$ cat config.mk
export PLATFORM = sky130hd
export DESIGN_NAME = wb_cpu_bus_arbiter_flat
export DESIGN_NICKNAME = d
export VERILOG_FILES = /design/src/rtl/wb_cpu_bus_arbiter_if.sv /design/src/rtl/wb_cpu_bus_arbiter.sv /design/src/flat_wrapper.sv
export SDC_FILE = /design/constraint.sdc
export NUM_CORES = 1
export LEC_CHECK = 0
export ABC_AREA = 1
export CORE_AREA = 2 2 117 119
export CTS_CLUSTER_SIZE = 16
export DETAILED_ROUTE_END_ITERATION = 6
export DIE_AREA = 0 0 119 121
export PLACE_DENSITY = 0.64
export SLEW_MARGIN = 40
export SYNTH_ARGS = -nofsm -noshare
export SYNTH_HDL_FRONTEND = slang
export SYNTH_SLANG_ARGS = --single-unit
$ cat constraint.sdc
create_clock -name clk_i -period 1.45 [get_ports clk_i]
set_clock_uncertainty 0.05 [all_clocks]
set_input_delay 0.145 -clock clk_i [delete_from_list [all_inputs] [get_ports clk_i]]
set_output_delay 0.145 -clock clk_i [all_outputs]
set_load 0.03 [all_outputs]
$ cat src/rtl/wb_cpu_bus_arbiter_if.sv
// ---------------------------------------------------------------------------
// wb_cpu_bus_arbiter_if
// Bundles the Wishbone signals of the CPU-side arbiter. It has two sides:
//   - NUM_MASTERS master-side request ports (m_*_i) and their terminations
//     (m_*_o). Master k occupies slice k of every packed array.
//   - one shared slave-side port (s_*_o requests, s_*_i responses).
// Modports:
//   slave  : view taken by the arbiter. It is the slave of the CPU masters and
//            drives the shared slave port.
//   master : view taken by the surrounding fabric and CPUs, the mirror image.
// ---------------------------------------------------------------------------
interface wb_cpu_bus_arbiter_if #(
  parameter int NUM_MASTERS   = 2,
  parameter int ADDRESS_WIDTH = 32,
  parameter int DATA_WIDTH    = 32
);
  localparam int SEL_W = DATA_WIDTH / 8;

  // master side
  logic [NUM_MASTERS-1:0][ADDRESS_WIDTH-1:0] m_adr_i;
  logic [NUM_MASTERS-1:0][DATA_WIDTH-1:0]    m_dat_i;
  logic [NUM_MASTERS-1:0][SEL_W-1:0]         m_sel_i;
  logic [NUM_MASTERS-1:0][2:0]               m_cti_i;
  logic [NUM_MASTERS-1:0][1:0]               m_bte_i;
  logic [NUM_MASTERS-1:0]                    m_we_i;
  logic [NUM_MASTERS-1:0]                    m_stb_i;
  logic [NUM_MASTERS-1:0]                    m_cyc_i;
  logic [DATA_WIDTH-1:0]                     m_dat_o;
  logic [NUM_MASTERS-1:0]                    m_ack_o;
  logic [NUM_MASTERS-1:0]                    m_err_o;
  logic [NUM_MASTERS-1:0]                    m_rty_o;

  // slave side
  logic [ADDRESS_WIDTH-1:0]                  s_adr_o;
  logic [DATA_WIDTH-1:0]                     s_dat_o;
  logic [SEL_W-1:0]                          s_sel_o;
  logic [2:0]                                s_cti_o;
  logic [1:0]                                s_bte_o;
  logic                                      s_we_o;
  logic                                      s_stb_o;
  logic                                      s_cyc_o;
  logic [DATA_WIDTH-1:0]                     s_dat_i;
  logic                                      s_ack_i;
  logic                                      s_err_i;
  logic                                      s_rty_i;

  modport slave (
    input  m_adr_i, m_dat_i, m_sel_i, m_cti_i, m_bte_i, m_we_i, m_stb_i, m_cyc_i,
    output m_dat_o, m_ack_o, m_err_o, m_rty_o,
    output s_adr_o, s_dat_o, s_sel_o, s_cti_o, s_bte_o, s_we_o, s_stb_o, s_cyc_o,
    input  s_dat_i, s_ack_i, s_err_i, s_rty_i
  );

  modport master (
    output m_adr_i, m_dat_i, m_sel_i, m_cti_i, m_bte_i, m_we_i, m_stb_i, m_cyc_i,
    input  m_dat_o, m_ack_o, m_err_o, m_rty_o,
    input  s_adr_o, s_dat_o, s_sel_o, s_cti_o, s_bte_o, s_we_o, s_stb_o, s_cyc_o,
    output s_dat_i, s_ack_i, s_err_i, s_rty_i
  );
endinterface

$ cat src/rtl/wb_cpu_bus_arbiter.sv
// ---------------------------------------------------------------------------
// wb_cpu_bus_arbiter
// Wishbone B3 arbiter that merges NUM_MASTERS CPU-side masters onto one
// shared slave port. It supports round-robin or fixed-priority selection and
// has a per-transfer watchdog that ends hung cycles with ERR.
// Ports:
//   clk_i     : system clock
//   rst_i     : asynchronous active-low reset
//   bus       : wb_cpu_bus_arbiter_if.slave, carrying all master and slave
//               Wishbone signals
//   grant_o   : one-hot registered owner (all zero when the bus is free)
//   timeout_o : one-cycle pulse while a watchdog abort is in progress
// ---------------------------------------------------------------------------

// Per-master lane. It masks the master's request fields with its grant bit,
// so the top level can OR-reduce all lanes into the slave request. It also
// routes slave terminations to the master only when that master owns the bus.
module wb_cpu_bus_arbiter_lane #(
  parameter int REQ_W = 8
) (
  input  logic             gnt,
  input  logic             live,     // OWNED: slave terminations pass through
  input  logic             abort,    // ABORT: forced ERR to the owner
  input  logic [REQ_W-1:0] req,
  input  logic             s_ack_i,
  input  logic             s_err_i,
  input  logic             s_rty_i,
  output logic [REQ_W-1:0] req_m,
  output logic             m_ack_o,
  output logic             m_err_o,
  output logic             m_rty_o
);
  assign req_m   = req & {REQ_W{gnt}};
  assign m_ack_o = gnt & live & s_ack_i;
  assign m_rty_o = gnt & live & s_rty_i;
  // A slave ERR that arrives during ABORT is dropped. The forced ERR covers it.
  assign m_err_o = gnt & ((live & s_err_i) | abort);
endmodule

module wb_cpu_bus_arbiter #(
  parameter int NUM_MASTERS    = 2,
  parameter int ADDRESS_WIDTH  = 32,
  parameter int DATA_WIDTH     = 32,
  parameter int PRIORITY_MODE  = 0,
  parameter int TIMEOUT_CYCLES = 255
) (
  input  logic                    clk_i,
  input  logic                    rst_i,
  wb_cpu_bus_arbiter_if.slave     bus,
  output logic [NUM_MASTERS-1:0]  grant_o,
  output logic                    timeout_o
);
  localparam int SEL_W = DATA_WIDTH / 8;
  localparam int IW    = (NUM_MASTERS > 1) ? $clog2(NUM_MASTERS) : 1;
  localparam int REQ_W = ADDRESS_WIDTH + DATA_WIDTH + SEL_W + 3 + 2 + 1;
  localparam int WDW   = (TIMEOUT_CYCLES > 1) ? $clog2(TIMEOUT_CYCLES + 1) : 1;

  typedef enum logic [1:0] {IDLE, OWNED, ABORT} state_e;

  typedef struct packed {
    logic [ADDRESS_WIDTH-1:0] adr;
    logic [DATA_WIDTH-1:0]    dat;
    logic [SEL_W-1:0]         sel;
    logic [2:0]               cti;
    logic [1:0]               bte;
    logic                     we;
  } req_t;

  state_e                 state;
  logic [IW-1:0]          own;       // binary form of grant_o
  logic [IW-1:0]          ptr;       // last granted master (round-robin origin)
  logic [WDW-1:0]         wd;

  logic                   live, abort;
  logic                   own_cyc, s_term, wd_inc, wd_hit;
  logic                   win_vld;
  logic [IW-1:0]          win_idx;
  logic [IW:0]            rr_idx;
  logic [NUM_MASTERS-1:0] win_oh;

  logic [NUM_MASTERS-1:0][REQ_W-1:0] req_m;
  logic [REQ_W-1:0]                  req_or;
  req_t                              sreq;
  logic [NUM_MASTERS-1:0]            ack_v, err_v, rty_v;

  assign live    = (state == OWNED);
  assign abort   = (state == ABORT);
  assign own_cyc = bus.m_cyc_i[own];
  assign s_term  = bus.s_ack_i | bus.s_err_i | bus.s_rty_i;

  // Winner search. The loops run backwards so the candidate reached first in
  // search order is the last one assigned. Under round-robin the releasing
  // owner (ptr) comes last, and it has dropped CYC anyway when this result
  // is used for a handover.
  always_comb begin
    win_vld = 1'b0;
    win_idx = '0;
    rr_idx  = '0;
    if (PRIORITY_MODE != 0) begin
      for (int i = NUM_MASTERS - 1; i >= 0; i--) begin
        if (bus.m_cyc_i[i]) begin
          win_vld = 1'b1;
          win_idx = IW'(i);
        end
      end
    end else begin
      for (int k = NUM_MASTERS; k >= 1; k--) begin
        rr_idx = {1'b0, ptr} + (IW+1)'(k);
        if (rr_idx >= (IW+1)'(NUM_MASTERS))
          rr_idx = rr_idx - (IW+1)'(NUM_MASTERS);
        if (bus.m_cyc_i[rr_idx[IW-1:0]]) begin
          win_vld = 1'b1;
          win_idx = rr_idx[IW-1:0];
        end
      end
    end
  end

  always_comb begin
    win_oh          = '0;
    win_oh[win_idx] = 1'b1;
  end

  // The watchdog counts stalled strobe edges. A cycle with STB low holds the
  // count, because the transfer is still open until a termination arrives.
  assign wd_inc = (TIMEOUT_CYCLES != 0) && bus.s_stb_o && !s_term;
  assign wd_hit = wd_inc && (wd == WDW'(TIMEOUT_CYCLES - 1));

  always_ff @(posedge clk_i or negedge rst_i) begin
    if (!rst_i) begin
      state     <= IDLE;
      grant_o   <= '0;
      own       <= '0;
      ptr       <= '0;
      wd        <= '0;
      timeout_o <= 1'b0;
    end else begin
      timeout_o <= 1'b0;
      case (state)
        IDLE: begin
          wd <= '0;
          if (win_vld) begin
            grant_o <= win_oh;
            own     <= win_idx;
            ptr     <= win_idx;
            state   <= OWNED;
          end
        end
        OWNED: begin
          if (!own_cyc) begin
            // Release: hand over directly or fall back to IDLE.
            wd <= '0;
            if (win_vld) begin
              grant_o <= win_oh;
              own     <= win_idx;
              ptr     <= win_idx;
            end else begin
              grant_o <= '0;
              state   <= IDLE;
            end
          end else if (wd_hit) begin
            wd        <= '0;
            timeout_o <= 1'b1;
            state     <= ABORT;
          end else if (wd_inc) begin
            wd <= wd + WDW'(1);
          end else if (s_term) begin
            wd <= '0;
          end
        end
        ABORT: begin
          wd <= '0;
          if (own_cyc) begin
            state <= OWNED;
          end else if (win_vld) begin
            grant_o <= win_oh;
            own     <= win_idx;
            ptr     <= win_idx;
            state   <= OWNED;
          end else begin
            grant_o <= '0;
            state   <= IDLE;
          end
        end
        default: begin
          grant_o <= '0;
          state   <= IDLE;
        end
      endcase
    end
  end

  for (genvar k = 0; k < NUM_MASTERS; k++) begin : g_lane
    wb_cpu_bus_arbiter_lane #(.REQ_W(REQ_W)) u_lane (
      .gnt     (grant_o[k]),
      .live    (live),
      .abort   (abort),
      .req     ({bus.m_adr_i[k], bus.m_dat_i[k], bus.m_sel_i[k],
                 bus.m_cti_i[k], bus.m_bte_i[k], bus.m_we_i[k]}),
      .s_ack_i (bus.s_ack_i),
      .s_err_i (bus.s_err_i),
      .s_rty_i (bus.s_rty_i),
      .req_m   (req_m[k]),
      .m_ack_o (ack_v[k]),
      .m_err_o (err_v[k]),
      .m_rty_o (rty_v[k])
    );
  end

  // Grant is one-hot or zero, so an OR across the masked lanes is the mux.
  always_comb begin
    req_or = '0;
    for (int k = 0; k < NUM_MASTERS; k++) req_or = req_or | req_m[k];
  end
  assign sreq = req_t'(req_or);

  assign bus.s_adr_o = sreq.adr;
  assign bus.s_dat_o = sreq.dat;
  assign bus.s_sel_o = sreq.sel;
  assign bus.s_cti_o = sreq.cti;
  assign bus.s_bte_o = sreq.bte;
  assign bus.s_we_o  = sreq.we;
  assign bus.s_cyc_o = live & own_cyc;
  assign bus.s_stb_o = live & own_cyc & bus.m_stb_i[own];

  assign bus.m_dat_o = bus.s_dat_i;
  assign bus.m_ack_o = ack_v;
  assign bus.m_err_o = err_v;
  assign bus.m_rty_o = rty_v;
endmodule

$ cat src/flat_wrapper.sv
// flat-port wrapper written by rule: the top's interface ports become plain ports
module wb_cpu_bus_arbiter_flat 
#(
  parameter int NUM_MASTERS    = 2,
  parameter int ADDRESS_WIDTH  = 32,
  parameter int DATA_WIDTH     = 32,
  parameter int PRIORITY_MODE  = 0,
  parameter int TIMEOUT_CYCLES = 255
)
  (clk_i, rst_i, grant_o, timeout_o, bus_m_adr_i, bus_m_dat_i, bus_m_sel_i, bus_m_cti_i, bus_m_bte_i, bus_m_we_i, bus_m_stb_i, bus_m_cyc_i, bus_m_dat_o, bus_m_ack_o, bus_m_err_o, bus_m_rty_o, bus_s_adr_o, bus_s_dat_o, bus_s_sel_o, bus_s_cti_o, bus_s_bte_o, bus_s_we_o, bus_s_stb_o, bus_s_cyc_o, bus_s_dat_i, bus_s_ack_i, bus_s_err_i, bus_s_rty_i);
  wb_cpu_bus_arbiter_if #(.NUM_MASTERS(NUM_MASTERS), .ADDRESS_WIDTH(ADDRESS_WIDTH), .DATA_WIDTH(DATA_WIDTH)) bus_i ();
  input  logic clk_i;
  input  logic rst_i;
  output logic [NUM_MASTERS-1:0] grant_o;
  output logic timeout_o;
  input wire logic [$bits(bus_i.m_adr_i)-1:0] bus_m_adr_i;
  input wire logic [$bits(bus_i.m_dat_i)-1:0] bus_m_dat_i;
  input wire logic [$bits(bus_i.m_sel_i)-1:0] bus_m_sel_i;
  input wire logic [$bits(bus_i.m_cti_i)-1:0] bus_m_cti_i;
  input wire logic [$bits(bus_i.m_bte_i)-1:0] bus_m_bte_i;
  input wire logic [$bits(bus_i.m_we_i)-1:0] bus_m_we_i;
  input wire logic [$bits(bus_i.m_stb_i)-1:0] bus_m_stb_i;
  input wire logic [$bits(bus_i.m_cyc_i)-1:0] bus_m_cyc_i;
  output wire logic [$bits(bus_i.m_dat_o)-1:0] bus_m_dat_o;
  output wire logic [$bits(bus_i.m_ack_o)-1:0] bus_m_ack_o;
  output wire logic [$bits(bus_i.m_err_o)-1:0] bus_m_err_o;
  output wire logic [$bits(bus_i.m_rty_o)-1:0] bus_m_rty_o;
  output wire logic [$bits(bus_i.s_adr_o)-1:0] bus_s_adr_o;
  output wire logic [$bits(bus_i.s_dat_o)-1:0] bus_s_dat_o;
  output wire logic [$bits(bus_i.s_sel_o)-1:0] bus_s_sel_o;
  output wire logic [$bits(bus_i.s_cti_o)-1:0] bus_s_cti_o;
  output wire logic [$bits(bus_i.s_bte_o)-1:0] bus_s_bte_o;
  output wire logic [$bits(bus_i.s_we_o)-1:0] bus_s_we_o;
  output wire logic [$bits(bus_i.s_stb_o)-1:0] bus_s_stb_o;
  output wire logic [$bits(bus_i.s_cyc_o)-1:0] bus_s_cyc_o;
  input wire logic [$bits(bus_i.s_dat_i)-1:0] bus_s_dat_i;
  input wire logic [$bits(bus_i.s_ack_i)-1:0] bus_s_ack_i;
  input wire logic [$bits(bus_i.s_err_i)-1:0] bus_s_err_i;
  input wire logic [$bits(bus_i.s_rty_i)-1:0] bus_s_rty_i;
  assign bus_i.m_adr_i = bus_m_adr_i;
  assign bus_i.m_dat_i = bus_m_dat_i;
  assign bus_i.m_sel_i = bus_m_sel_i;
  assign bus_i.m_cti_i = bus_m_cti_i;
  assign bus_i.m_bte_i = bus_m_bte_i;
  assign bus_i.m_we_i = bus_m_we_i;
  assign bus_i.m_stb_i = bus_m_stb_i;
  assign bus_i.m_cyc_i = bus_m_cyc_i;
  assign bus_m_dat_o = bus_i.m_dat_o;
  assign bus_m_ack_o = bus_i.m_ack_o;
  assign bus_m_err_o = bus_i.m_err_o;
  assign bus_m_rty_o = bus_i.m_rty_o;
  assign bus_s_adr_o = bus_i.s_adr_o;
  assign bus_s_dat_o = bus_i.s_dat_o;
  assign bus_s_sel_o = bus_i.s_sel_o;
  assign bus_s_cti_o = bus_i.s_cti_o;
  assign bus_s_bte_o = bus_i.s_bte_o;
  assign bus_s_we_o = bus_i.s_we_o;
  assign bus_s_stb_o = bus_i.s_stb_o;
  assign bus_s_cyc_o = bus_i.s_cyc_o;
  assign bus_i.s_dat_i = bus_s_dat_i;
  assign bus_i.s_ack_i = bus_s_ack_i;
  assign bus_i.s_err_i = bus_s_err_i;
  assign bus_i.s_rty_i = bus_s_rty_i;
  wb_cpu_bus_arbiter #(.NUM_MASTERS(NUM_MASTERS), .ADDRESS_WIDTH(ADDRESS_WIDTH), .DATA_WIDTH(DATA_WIDTH), .PRIORITY_MODE(PRIORITY_MODE), .TIMEOUT_CYCLES(TIMEOUT_CYCLES)) u_core (.clk_i(clk_i), .rst_i(rst_i), .bus(bus_i), .grant_o(grant_o), .timeout_o(timeout_o));
endmodule
After elaboration in Yosys (flattened, before gate mapping)
Cells that the tools add are included.
{"block": "op_classes", "n_shift": 0, "order_cmp": 7, "n_eq_ne": 8, "div": 0, "mux": 41, "bitwise": 17, "add_sub_neg": 5, "n_mul": 0, "n_reduce_logical": 13}
{"op": "$and 74x74->74", "n": 2}
{"op": "$or 74x74->74", "n": 1}
{"op": "$mux 8", "n": 4}
{"op": "$mux 1", "n": 23}
{"op": "$mux 2", "n": 8}
{"op": "$pmux 8 s2", "n": 1}
{"op": "$and 1x1->1", "n": 11}
{"op": "$add 8x1->8 const B", "n": 1}
{"op": "$eq 8x8->1 const B", "n": 1}
{"op": "$lt 1x2->1 const B", "n": 4}
{"op": "$pmux 2 s3", "n": 1}
{"op": "$reduce_and 2->1", "n": 3}
{"op": "$ne 5x5->1 const B", "n": 1}
{"op": "$ge 2x2->1 const B", "n": 2}
{"op": "$pmux 1 s2", "n": 2}
{"op": "$pmux 2 s2", "n": 1}
{"op": "$reduce_bool 2->1", "n": 2}
{"op": "$reduce_or 2->1", "n": 2}
{"op": "$logic_and 1x1->1", "n": 3}
{"op": "$ne 3x2->1 const B", "n": 1}
{"op": "$ne 3x3->1 const B", "n": 1}
{"op": "$or 1x1->1", "n": 3}
{"op": "$reduce_and 3->1", "n": 1}
{"op": "$add 1x1->2 const B", "n": 1}
{"op": "other kinds (10)", "n": 11}
{"block": "word_totals", "ram_bits": 0, "input_bits": 189, "latchBits": 0, "wordCells": 97, "regBits": 15, "mem_bits_ro": 0, "mem_count": 0, "output_inout_bits": 117}

Logic depth before layout (Yosys ltp)
{"block": "depth", "word_depth": 14, "ltp_mapped": 10, "mapped_depth_nobuf": 10}

Modules after synthesis
From an unflattened synthesis, not the netlist that was laid out.
{"block": "unflattened", "hier_cells": 572, "hier_area_um2": 3128.0}
{"module": "wb_cpu_bus_arbiter", "n_inst": 1, "seq_area_each_um2": 350.3, "area_per_inst_um2": 1726.7, "cells_per_inst": 242}
{"module": "wb_cpu_bus_arbiter_lane", "n_inst": 2, "seq_area_each_um2": 0.0, "area_per_inst_um2": 700.7, "cells_per_inst": 165}

Worst setup path before layout
Ideal clock, no wire load.
{"block": "synth_timing", "path_type": "register to register", "from": "register u_core.state[1]", "to": "register u_core.wd[4]", "setup_slack_ns": -0.174, "arrival_time_ns": 1.456, "stages_incl_launch_ff": 8, "setup_time_ns": 0.118, "required_time_ns": 1.282, "cell_sequence": "dfrtp_1 > inv_1 > ha_1 > nand3_4 > nor2_2 > nand3_1 > nand4_1 > nand2_1"}
{"block": "synth_between", "elab_chain_len": 8}
{"item": "from (decl)", "line": "wb_cpu_bus_arbiter.sv:69", "rtl": "state_e state;"}
{"item": "from (signal assigned)", "line": "wb_cpu_bus_arbiter.sv:131", "rtl": "state <= IDLE;"}
{"item": "from (signal assigned)", "line": "wb_cpu_bus_arbiter.sv:146", "rtl": "state <= OWNED;"}
{"item": "from (signal assigned)", "line": "wb_cpu_bus_arbiter.sv:159", "rtl": "state <= IDLE;"}
{"item": "$eq 2x1->1 (*)", "line": "wb_cpu_bus_arbiter.sv:86", "rtl": "assign live = (state == OWNED);"}
{"item": "$and 1x1->1 (*) (2 in a row)", "line": "wb_cpu_bus_arbiter.sv:224", "rtl": "assign bus.s_stb_o = live & own_cyc & bus.m_stb_i[own];"}
{"item": "named net bus_s_stb_o", "line": "flat_wrapper.sv:34", "rtl": "output wire logic [$bits(bus_i.s_stb_o)-1:0] bus_s_stb_o;"}
{"item": "$logic_and 1x1->1 (*)", "line": "wb_cpu_bus_arbiter.sv:126", "rtl": "assign wd_inc = (TIMEOUT_CYCLES != 0) && bus.s_stb_o && !s_term;"}
{"item": "$mux 8 / $logic_and 1x1->1 (equally long branches)", "line": "wb_cpu_bus_arbiter.sv:165, wb_cpu_bus_arbiter.sv:127"}
{"item": "$mux 8", "line": "wb_cpu_bus_arbiter.sv:161", "rtl": "end else if (wd_hit) begin"}
{"item": "$mux 8", "line": "wb_cpu_bus_arbiter.sv:150", "rtl": "if (!own_cyc) begin"}
{"item": "$pmux 8 s2", "line": "wb_cpu_bus_arbiter.sv:139", "rtl": "case (state)"}
{"item": "to (signal assigned)", "line": "wb_cpu_bus_arbiter.sv:166", "rtl": "wd <= wd + WDW'(1);"}
{"item": "to (decl)", "line": "wb_cpu_bus_arbiter.sv:72", "rtl": "logic [WDW-1:0] wd;"}
Mark *: on every way through the listed nets, which the timed path passes. The rest lies on a longest branch.
A chain may end at the register's enable or synchronous reset.

Worst setup path after layout
{"block": "layout_timing", "from": "register u_core.state[1]", "to": "output bus_m_ack_o[0]"}
{"block": "layout_between", "elab_chain_len": 3}
{"item": "$eq 2x1->1", "line": "wb_cpu_bus_arbiter.sv:86"}
{"item": "$and 1x1->1 (2 in a row)", "line": "wb_cpu_bus_arbiter.sv:34", "rtl": "assign m_ack_o = gnt & live & s_ack_i;"}
{"item": "to (decl)", "line": "flat_wrapper.sv:25", "rtl": "output wire logic [$bits(bus_i.m_ack_o)-1:0] bus_m_ack_o;"}
Every way passes these cells.

==> reports/results.ini <==
[status]
outcome=complete, but fails checks
failed_checks=setup timing

[place]
pre_cts_ws_ns=-0.194
post-dp-hpwl_um=11300
io_buffers=241
gp_congestion=0.840

[setup_path]
endpoint_kind=primary output
rr_worst_depth=8
cp_max_fo=4
crit_buf_inv=4
rr_startpoint=u_core.state[1]
cp_slowest_cell=dfrtp_1
required_ns=1.25
path_class=flip-flop to primary output
r2r_end=u_core.state[0]
crit_family=buffers and inverters
reg2reg_slack_ns=-0.12
cp.depth=6
worstPathArrival_ns=1.45
startpoint_type=flip-flop
cp_cell_sequence=inv_2 > ha_4 > inv_4 > nor3_2 > buf_4 > buf_12
slowest_delay_ns=0.41

[detailed_routing]
routed_wl_um=14600
drt_iter0_drc=117
first_pass_iters=5
wl_per_cell_um=20.8
vias=3141
drcViolationCount=0
ant_nets=0
via_per_inst=4.47

[die]
io_pins=306
start_util=0.161
die_x_um=119
core_area_sq_mm=0.0131
placementRows=42
die_area_sq_mm=0.0144
die-height_um=121

[clocking]
cts.sinks=14
worst_skew_pair.late_latency_ns=0.25
htree_levels=1
cts_root_buffer=clkbuf_16
cts_tree=yes
cts_buffer_depth=2
path_clk_slew_ns=0.05
cts_made_buffers=3

[layout]
multi_input_area_sq_mm=0.00178
seq_area_sq_um=353
fillers=1188
nets=724
final_cell_mix=clkdlybuf4s50_1 (156), buf_12 (49), buf_6 (48)
diodes=0
area_growth_pct=181
layout.cells.most_common=clkdlybuf4s50_1
drive_gt1_frac=0.419

[power]
powerDensity_mw_per_mm2=1810
leakage_nw=2.59
vdd_drop_max_v=0.000992

[sta]
slew_headroom=0.796
hold_violations=0
slew_viol_final=0
tightest_slew_ns=0.306
fin_ws_ns=-0.191
finalSetupViolCount=95
rsz0062_at_grt=yes
max_freq_mhz=609
finalSetupTns_ns=-11.22
fin_crit_ns=1.64
finalCritPeriodShare=1.13

[synth]
netlist_instances=294
synth_area_leaders=a22o_1 (31%), dfrtp_1 (17%), buf_4 (14%)
synth_top_area_frac=0.307
synth.distinct_cells=25
ys_warn_count=0
syn_area_sq_mm=0.00211
ys_seq_elements=14
synth_top_area_cell=a22o_1
synth_nets=490
ys_seq_area_frac=0.166
avgSynthCellArea_sq_um=7.18

[grt]
grt_pass1_vias=3166
grt_first_pass_wirelength_um=19300
groute.usage.overall=0.177
antenna_found_initial=0
grt.overflow.total=0
grt_max_degree=60

[job]
maxCapViolations=0

[min_path]
hold_path.class=primary input to async pin

## worst reg2reg max path, cell delays in order, from the launching register on
cell and delay (ns):
dfrtp_1 0.41, inv_2 0.10, ha_4 0.20, nand3_4 0.15, nor3_4 0.22, nand2_2 0.11
nand2_2 0.10, nand2_1 0.06, o21ai_1 0.08
## worst max-delay path by stage
stage / startpoint / endpoint / slack (ns)
finish: u_core.state[1] / bus_m_ack_o[0] / -0.19
global route: u_core.state[1] / bus_m_ack_o[0] / -0.23
CTS: u_core.state[1] / bus_m_err_o[1] / -0.16
detailed placement: bus_m_cyc_i[1] / u_core.wd[2] / -0.19
global placement: bus_m_cyc_i[1] / u_core.wd[2] / -0.14
floorplan: u_core.state[1] / u_core.wd[4] / -0.01
## kinds of logic (layout without fill, tap and decap cells)
kind of cell    Yosys count  count (layout)  synth area share
compound gates           83              83             0.328
buf+inv                  85             318             0.223
xor+xnor                  1               1           0.00415
fa+ha+maj                 7               7            0.0415
flops                    14              14             0.166
simple gates            104             104             0.237
## repair_timing
| item | in CTS | in global routing |
|---|---|---|
| pin swaps | 11 | 5 |
| gates cloned | 0 | 5 |
| hold buffers | 0 | 0 |
| resized for setup | 51 | 81 |
| setup endpoints to repair | 94 | 95 |
| buffers inserted | 8 | 3 |
## flip-flops by register name, indices dropped and copies added, names as in the netlist
signal,cells
u_core.grant_o,2
u_core.ptr,1
u_core.state,2
u_core.timeout_o,1
u_core.wd,8
## layout make-up
class / instances / area share
well taps: 176 / 0.0372
multi-input cells: 195 / 0.300
clock buffers: 4 / 0.0150
repair buffers: 285 / 0.569
flip-flops and latches: 14 / 0.0595
inverters: 29 / 0.0192
## cells in the mapped netlist (all sizes together)
cell    number
nand3b       2
nand4        5
a22o        74
and2         1
nor2        23
ha           7
dfrtp       14
buf         48
xor2         1
a21oi        3
nand2       53
or2          1
nand3       12
o21ai        6
clkbuf       8
nor3         7
inv         29
## stage by stage
step | std cells | hold WS, ns | total power, mW | cell area [sq um] | util
final | 703 | 0.156 | 10.7 | 5930 | 0.453
after global routing | 703 | 0.181 | 11.1 | 5930 | 0.453
after CTS | 695 | 0.168 | 9.38 | 5320 | 0.406
after detailed placement | 684 | 0.240 | 8.30 | 4980 | 0.381
after global placement | 684 | 0.240 | 8.30 | 4980 | 0.381
after floorplan | 294 | -0.201 | 4.42 | 2140 | -
## layer usage
| layer | routed length, um | part of all wire | GRT usage |
|---|---|---|---|
| met4 | 135 | 0.0093 | 0.0119 |
| met5 | 0 | 0 | 0 |
| met2 | 7010 | 0.48 | 0.295 |
| met3 | 2000 | 0.14 | 0.0940 |
| met1 | 5450 | 0.37 | 0.210 |
## report_power, final
group | switching, mW | leakage [nW] | internal [mW] | total [mW]
registers | 0.112 | 0.187 | 0.451 | 0.563
clock network | 0.169 | 0.0442 | 0.419 | 0.587
logic | 4.70 | 2.36 | 4.85 | 9.55
(Power assumes the default switching activity.)
